[src/rtl/operand_stream_reader.sv]
// Streams one square matrix out of the operand register over valid/ready.
// Ports: clk_i/rst_i, start_i/dim_i/col_major_i, addr_Mat_o/read_data_Mat_i,
//   out_data_o/out_valid_o/out_ready_i/out_last_o/out_end_o, busy_o/done_o.
module operand_stream_reader #(
   parameter int DATA_WIDTH = 32,
   parameter int ADDR_WIDTH = 4,
   parameter int MAX_DIM    = 4
) (
   input  logic                          clk_i,
   input  logic                          rst_i,
   input  logic                          start_i,
   input  logic [$clog2(MAX_DIM):0]      dim_i,
   input  logic                          col_major_i,
   output logic [ADDR_WIDTH-1:0]         addr_Mat_o,
   input  logic [DATA_WIDTH-1:0]         read_data_Mat_i,
   output logic [DATA_WIDTH-1:0]         out_data_o,
   output logic                          out_valid_o,
   input  logic                          out_ready_i,
   output logic                          out_last_o,
   output logic                          out_end_o,
   output logic                          busy_o,
   output logic                          done_o
);

   localparam int IW    = $clog2(MAX_DIM);
   localparam int DIM_W = IW + 1;

   typedef enum logic [1:0] {
      IDLE,
      RUN,
      DRAIN,
      DONE
   } state_t;

   state_t state;
   state_t state_nxt;

   logic [DIM_W-1:0]      dim_clamp;
   logic [IW-1:0]         nm1;
   logic [IW-1:0]         outer;
   logic [IW-1:0]         inner;
   logic [IW-1:0]         row;
   logic [IW-1:0]         col;
   logic                  col_major;
   logic                  inner_end;
   logic                  outer_end;

   logic                  rd_pend;
   logic                  rd_last;
   logic                  rd_end;

   logic [DATA_WIDTH-1:0] fifo_data [2];
   logic [1:0]            fifo_last;
   logic [1:0]            fifo_end;
   logic                  wr_ptr;
   logic                  rd_ptr;
   logic [1:0]            count;

   logic                  push;
   logic                  pop;
   logic                  issue;
   logic                  last_issue;
   logic [2:0]            occ;

   assign dim_clamp = (dim_i > DIM_W'(MAX_DIM)) ? DIM_W'(MAX_DIM) : dim_i;

   assign push = rd_pend;
   assign pop  = (count != 2'd0) && out_ready_i;

   // Slots committed after this cycle: buffered + in flight - leaving now.
   assign occ   = 3'(count) + 3'(rd_pend) - 3'(pop);
   assign issue = (state == RUN) && (occ < 3'd2);

   assign inner_end  = (inner == nm1);
   assign outer_end  = (outer == nm1);
   assign last_issue = issue && inner_end && outer_end;

   assign row = col_major ? inner : outer;
   assign col = col_major ? outer : inner;

   always_ff @(posedge clk_i) begin
      if (rst_i) begin
         state <= IDLE;
      end else begin
         state <= state_nxt;
      end
   end

   always_comb begin
      state_nxt = state;
      busy_o    = 1'b0;
      done_o    = 1'b0;
      unique case (state)
         IDLE: begin
            if (start_i) begin
               state_nxt = (dim_clamp == '0) ? DONE : RUN;
            end
         end
         RUN: begin
            busy_o = 1'b1;
            if (last_issue) begin
               state_nxt = DRAIN;
            end
         end
         DRAIN: begin
            busy_o = 1'b1;
            // Leave once the last element is being accepted this cycle.
            if (occ == 3'd0) begin
               state_nxt = DONE;
            end
         end
         DONE: begin
            busy_o    = 1'b1;
            done_o    = 1'b1;
            state_nxt = IDLE;
         end
         default: begin
            state_nxt = IDLE;
         end
      endcase
   end

   always_ff @(posedge clk_i) begin
      if (rst_i) begin
         nm1       <= '0;
         col_major <= 1'b0;
         outer     <= '0;
         inner     <= '0;
         rd_pend   <= 1'b0;
         rd_last   <= 1'b0;
         rd_end    <= 1'b0;
         wr_ptr    <= 1'b0;
         rd_ptr    <= 1'b0;
         count     <= 2'd0;
         fifo_last <= 2'b00;
         fifo_end  <= 2'b00;
      end else begin
         if ((state == IDLE) && start_i) begin
            nm1       <= IW'(dim_clamp - DIM_W'(1));
            col_major <= col_major_i;
            outer     <= '0;
            inner     <= '0;
         end

         // Counters stop on the final address so it stays presented.
         if (issue) begin
            rd_last <= inner_end;
            rd_end  <= inner_end && outer_end;
            if (!inner_end) begin
               inner <= inner + IW'(1);
            end else if (!outer_end) begin
               inner <= '0;
               outer <= outer + IW'(1);
            end
         end
         rd_pend <= issue;

         if (push) begin
            fifo_data[wr_ptr] <= read_data_Mat_i;
            fifo_last[wr_ptr] <= rd_last;
            fifo_end[wr_ptr]  <= rd_end;
            wr_ptr            <= ~wr_ptr;
         end
         if (pop) begin
            rd_ptr <= ~rd_ptr;
         end
         count <= count + {1'b0, push} - {1'b0, pop};
      end
   end

   assign out_valid_o = (count != 2'd0);
   assign out_data_o  = out_valid_o ? fifo_data[rd_ptr] : '0;
   assign out_last_o  = out_valid_o && fifo_last[rd_ptr];
   assign out_end_o   = out_valid_o && fifo_end[rd_ptr];

   assign addr_Mat_o = (state == IDLE) ? '0 :
      ADDR_WIDTH'(row) * ADDR_WIDTH'(MAX_DIM) + ADDR_WIDTH'(col);

endmodule

[config.mk]
export PLATFORM = sky130hd
export DESIGN_NAME = operand_stream_reader
export DESIGN_NICKNAME = d
export VERILOG_FILES = /design/src/rtl/operand_stream_reader.sv
export SDC_FILE = /design/constraint.sdc
export NUM_CORES = 1
export LEC_CHECK = 0
export ABC_AREA = 1
export BUFFER_PORTS_ARGS = -buffer_cell sky130_fd_sc_hd__buf_2
export CAP_MARGIN = 10
export CELL_PAD_IN_SITES_DETAIL_PLACEMENT = 0
export CELL_PAD_IN_SITES_GLOBAL_PLACEMENT = 2
export CORE_MARGIN = 2
export CORE_UTILIZATION = 30
export DETAILED_ROUTE_END_ITERATION = 8
export PLACE_DENSITY_LB_ADDON = 0.1
export SLEW_MARGIN = 30
export SYNTH_ARGS = -nofsm -noshare
export SYNTH_HDL_FRONTEND = slang
export SYNTH_SLANG_ARGS = --single-unit
[constraint.sdc]
create_clock -name clk_i -period 3.8 [get_ports clk_i]
set_input_delay 1.14 -clock clk_i [delete_from_list [all_inputs] [get_ports clk_i]]
set_output_delay 1.14 -clock clk_i [all_outputs]
set_load 0.05 [all_outputs]
==> results.json, run 1 <==
{
  "nNetsFinal": 471,
  "start_kind": "flop",
  "synth_top_family_by_area": "simple AND/OR/NAND/NOR gates",
  "grt_pass1_vias": 2513,
  "synth-xor-area-share": 0,
  "post-route-min-period_ns": 3.01,
  "cts_hold_buf": 0,
  "grt_max_degree": 35,
  "yosys_warnings": 0,
  "tightest_slew_ns": 0.465,
  "post_cts_resized": 0,
  "cp-end-kind": "primary output",
  "fp.dieW_um": 113,
  "worst-setup-path-type": "flop to primary output",
  "cts.clk_slew.worst_paths_ns": 0.06,
  "synthMuxAreaShare": 0,
  "htree_levels": 3,
  "power_uw": 3740,
  "endpoint": "out_data_o[23]",
  "vias_per_cell": 4.46,
  "postRouteAntennaNets": 0,
  "placedCellCount": 554,
  "die_h_um": 113,
  "syn_area_mm2": 0.00357,
  "io_pins": 81,
  "diodes": 0,
  "fp.dieArea_mm2": 0.0128,
  "rr_startpoint": "count[1]",
  "ys_types": 25,
  "io_buffers": 80,
  "vias": 2544,
  "grt_pass1_wl_um": 12800,
  "fillerInstances": 1147,
  "wl_per_cell_um": 13.5,
  "rr_endpoint": "state[1]",
  "layout-drive-gt1-share": 0.290,
  "power_leakage_uw": 0.00185,
  "overflow": 0,
  "timing.setup.tns_ns": 0,
  "reg2reg_depth": 14,
  "critPathMaxFanout": 21,
  "powerDensity_mw_per_mm2": 843,
  "start_util": 0.310,
  "violations": "DRC",
  "clock-sinks": 85,
  "drc": 5,
  "synthSimpleGateAreaFrac": 0.158,
  "clk_latency_ns": 0.34,
  "crit_required_ns": 2.66,
  "cts_setup_buffers": 0,
  "ys_ff_latch": 85,
  "cts_tree": "built",
  "min_path_type": "flop to flop",
  "synth_seq_area_share": 0.656,
  "synth.avg_cell_area_um2": 10.5,
  "maxCapViolCount": 0,
  "synth_fa_ha_area_frac": 0.0336,
  "finClkSkew_ns": 0.00611,
  "grt_antenna_before_repair": 0,
  "finalMaxSlewViolations": 0,
  "r2r_slack_ns": 1.39,
  "rsz0062_at_grt": "no",
  "arrival_ns": 1.87,
  "clock_path_buffers": 2,
  "status": "finished with violations",
  "syn_inst": 339,
  "fin_crit_sh": 0.793,
  "ir_worst_vdd_uv": 503,
  "clockRootBuffer": "clkbuf_16",
  "final_cell_mix": "nand2_1, buf_2, edfxtp_1, a21oi_1, inv_1",
  "mostFrequentLayoutCell": "nand2_1",
  "core_mm2": 0.0115,
  "fmax_ghz": 0.332,
  "place_congestion": 0.716,
  "num_rows": 39,
  "syn-num-nets": 388,
  "cts_inserted_buffers": 9,
  "drt_pass1_iterations": 8,
  "synthToLayoutAreaGrowth_pct": 24.2,
  "routed_wirelength_um": 7680,
  "drt_iter0_drc": 119,
  "grt_usage": 0.129,
  "slew_headroom": 0.690,
  "synth-compound-area-share": 0.105,
  "finalHoldViolations": 0,
  "hpwl_um": 5150,
  "finalNonFillerCells": 570,
  "finalSetupViolCount": 0
}
## state kept, by name, indices dropped and copies added (netlist names), named ones only
register   cells
col_major      1
count          2
fifo_data     64
fifo_end       2
fifo_last      2
inner          2
nm1            2
outer          2
push           1
rd_end         1
rd_last        1
rd_ptr         1
state          2
wr_ptr         1
## per-stage QoR
| stage | hold slack (ns) | setup slack (ns) | util | area (µm²) |
|---|---|---|---|---|
| 6_report | 0.474 | 0.786 | 0.385 | 4430 |
| 5_1_grt | 0.527 | 0.640 | 0.385 | 4430 |
| 4_1_cts | 0.485 | 0.726 | 0.385 | 4430 |
| 3_5_place_dp | 0.483 | 0.657 | 0.361 | 4160 |
| 3_3_place_gp | 0.487 | 0.707 | 0.361 | 4160 |
| 2_1_floorplan | 0.441 | 0.641 | - | 3570 |
## how the worst min path moves through the flow
stage,startpoint,endpoint,cells past startpoint
2_1_floorplan,rd_end,fifo_end[0],2
3_3_place_gp,rd_end,fifo_end[1],2
3_5_place_dp,rd_end,fifo_end[0],2
4_1_cts,rd_end,fifo_end[1],2
5_1_grt,rd_end,fifo_end[1],2
6_report,rd_end,fifo_end[1],2
## final cells by class
| type | instances | area, µm² | area share |
|---|---|---|---|
| Tap cell | 143 | 179 | 0.0404 |
| Clock inverter | 6 | 46.3 | 0.0104 |
| Timing Repair Buffer | 85 | 438 | 0.0988 |
| Sequential cell | 85 | 2340 | 0.528 |
| Inverter | 31 | 116 | 0.0262 |
| Clock buffer | 10 | 229 | 0.0517 |
| Multi-Input combinational cell | 210 | 1080 | 0.244 |
## synth_stat cells
master,n,area [µm²]
nor3_1,2,10.0
nand2_2,7,43.8
nand3_1,4,20.0
o21ai_1,3,15.0
inv_2,7,26.3
clkinv_1,1,3.75
fa_1,1,20.0
nor2_4,3,33.8
a21oi_2,1,8.76
edfxtp_1,64,1920
ha_1,8,100
dfxtp_1,21,420
inv_1,23,86.3
nand3_2,2,20.0
nor2_8,1,20.0
nor2_1,19,71.3
nor2_2,1,6.26
nand2_1,87,327
buf_2,3,15.0
a21oi_1,52,260
clkbuf_1,10,37.5
o21ai_0,15,75.1
a211oi_1,1,7.51
nand4_1,2,12.5
a22oi_1,1,7.51
## kinds of logic after synthesis
| logic type | Yosys count |
|---|---|
| buf+inv | 44 |
| fa+ha+maj | 9 |
| simple gates | 128 |
| flops | 85 |
| compound gates | 73 |
## routing by layer
layer	GRT usage	vias to the layer above	wire length, µm
met1	0.157	1171	3300
li1	-	1310	-
met5	0	-	0
met3	0.0380	13	414
met4	0.0488	0	129
met2	0.216	50	3830
## report_power, final
group	switching, µW	internal (µW)	total [µW]	leakage, µW
clock network	365	447	812	0.000129
registers	64.7	1110	1170	0.000748
logic	1340	408	1750	0.000969
## worst max-delay path: stages, from the launching register on
cell and delay, ns:
dfxtp_1 0.31, inv_1 0.31, buf_4 0.35, nand2_1 0.08, a21oi_1 0.19, buf_2 0.30
No activity file was read; power rests on OpenSTA's default activity.
==> run 2: changes to the inputs <==
==> constraint.sdc (replaced) <==
create_clock -name clk_i -period 2.6 [get_ports clk_i]
set_input_delay 0.78 -clock clk_i [delete_from_list [all_inputs] [get_ports clk_i]]
set_output_delay 0.78 -clock clk_i [all_outputs]
set_load 0.05 [all_outputs]
==> run 2 against run 1 <==
Net effect:
- sequential cell count is the same
- combinational power grew 49%
- hold slack gained 0.0029 ns
- utilization grew 0.51 points
- via count grew 1.1%
- wire length grew 0.96%
- the flow still finishes with violations (DRC)
- clock skew grew 0.0021 ns
- critical endpoint is now addr_Mat_o[3]
- highest routed layer unchanged
- first-iteration DRC count shrank 3.4%
==> results.json, run 2 (synthesized netlist as in run 1, its figures left out) <==
{
  "tightest_slew_ns": 0.464,
  "fp.dieArea_mm2": 0.0128,
  "nNetsFinal": 474,
  "multi_input_area_mm2": 0.00108,
  "drc": 5,
  "die_h_um": 113,
  "cts_hold_buf": 0,
  "largest_reg_flops": 64,
  "wl_per_cell_um": 13.5,
  "regMostFlops": "fifo_data",
  "hold_ws_ns": 0.477,
  "seq_area_mm2": 0.00234,
  "rr_endpoint": "inner[1]",
  "place_congestion": 0.738,
  "core_mm2": 0.0115,
  "hp-start": "rd_end",
  "fillerInstances": 1172,
  "rr_startpoint": "count[1]",
  "cts_tree": "built",
  "vias_per_cell": 4.49,
  "slew_headroom": 0.690,
  "powerDensity_mw_per_mm2": 1240,
  "fin_crit_sh": 0.947,
  "io_buffers": 80,
  "utilization": 0.390,
  "status": "finished with violations",
  "routed_wirelength_um": 7750,
  "power_leakage_uw": 0.00187,
  "postRouteAntennaNets": 0,
  "layout-drive-gt1-share": 0.295,
  "fmax_ghz": 0.406,
  "post-route-min-period_ns": 2.46,
  "finalMaxSlewViolations": 0,
  "grt_antenna_before_repair": 0,
  "cts.clk_slew.worst_paths_ns": 0.06,
  "fp.dieW_um": 113,
  "crit_required_ns": 1.82,
  "drt_pass1_iterations": 6,
  "timing.setup.tns_ns": 0,
  "min_path_type": "flop to flop",
  "clock_path_buffers": 2,
  "finClkSkew_ns": 0.00823,
  "reg2reg_depth": 15,
  "maxCapViolCount": 0,
  "clock-sinks": 85,
  "diodes": 0,
  "num_rows": 39,
  "arrival_ns": 1.68,
  "r2r_slack_ns": 0.25,
  "min_path_cells": 2,
  "min_to": "fifo_end[1]",
  "clk_latency_ns": 0.33,
  "rsz0062_at_grt": "no",
  "synthToLayoutAreaGrowth_pct": 25.8,
  "ir_worst_vdd_uv": 581,
  "drt_iter0_drc": 115,
  "mostFrequentLayoutCell": "nand2_1",
  "grt_max_degree": 35,
  "critPathMaxFanout": 7,
  "vias": 2571,
  "power_uw": 5580,
  "finalHoldViolations": 0,
  "io_pins": 81,
  "htree_levels": 3,
  "grt_pass1_vias": 2481,
  "grt_pass1_wl_um": 12300,
  "cp-end-kind": "primary output",
  "start_kind": "flop",
  "overflow": 0,
  "grt_usage": 0.125,
  "violations": "DRC",
  "worst-setup-path-type": "flop to primary output",
  "hpwl_um": 5150,
  "start_util": 0.310,
  "clockRootBuffer": "clkbuf_16",
  "final_cell_mix": "nand2_1, buf_2, edfxtp_1, a21oi_1, inv_1",
  "cts_inserted_buffers": 9,
  "finalSetupViolCount": 0
}
## run 2: stage by stage
stage / cells / worst slack [ns] / instance area, µm²
2_1_floorplan: 339 / 0.0705 / 3580
3_3_place_gp: 557 / -0.0879 / 4190
3_5_place_dp: 557 / -0.134 / 4190
4_1_cts: 573 / 0.0121 / 4480
5_1_grt: 573 / 0.00737 / 4490
6_report: 573 / 0.138 / 4490
## run 2: layout make-up
type | instances | area share
inverters | 31 | 0.0259
multi-input cells | 210 | 0.241
repair buffers | 88 | 0.107
flip-flops and latches | 85 | 0.521
well taps | 143 | 0.0398
clock buffers | 10 | 0.0510
clock inverters | 6 | 0.0139
## run 2: worst max path at each step
stage	startpoint	to	slack, ns	cells past startpoint
after floorplan	out_ready_i	inner[1]	0.07	13
after global placement	out_ready_i	inner[1]	-0.09	14
after detailed placement	out_ready_i	state[1]	-0.13	13
after CTS	state[0]	addr_Mat_o[1]	0.01	6
after global routing	state[0]	addr_Mat_o[1]	0.007	6
final	state[0]	addr_Mat_o[3]	0.14	6
## run 2: power by group
group | switching [µW] | internal [µW]
registers | 98.3 | 1620
clock network | 504 | 742
logic | 1980 | 628
## run 2: metal layers
metal,GRT usage,up-vias,wire length (µm)
met1,0.160,1189,3580
li1,-,1319,-
met2,0.206,55,3690
met5,0,-,0
met3,0.0321,8,386
met4,0.0463,0,100
## run 2: critical path, cell delays in order, from the launching register on
cell and delay, ns:
dfxtp_1 0.39, inv_1 0.10, ha_1 0.24, inv_2 0.12, o21ai_0 0.09, a21oi_1 0.12, buf_2 0.28
## run 2: what timing repair did
action | in CTS | in global routing
setup buffers | 0 | 0
endpoints found under the setup margin | 0 | 4
gates resized for setup | 0 | 5
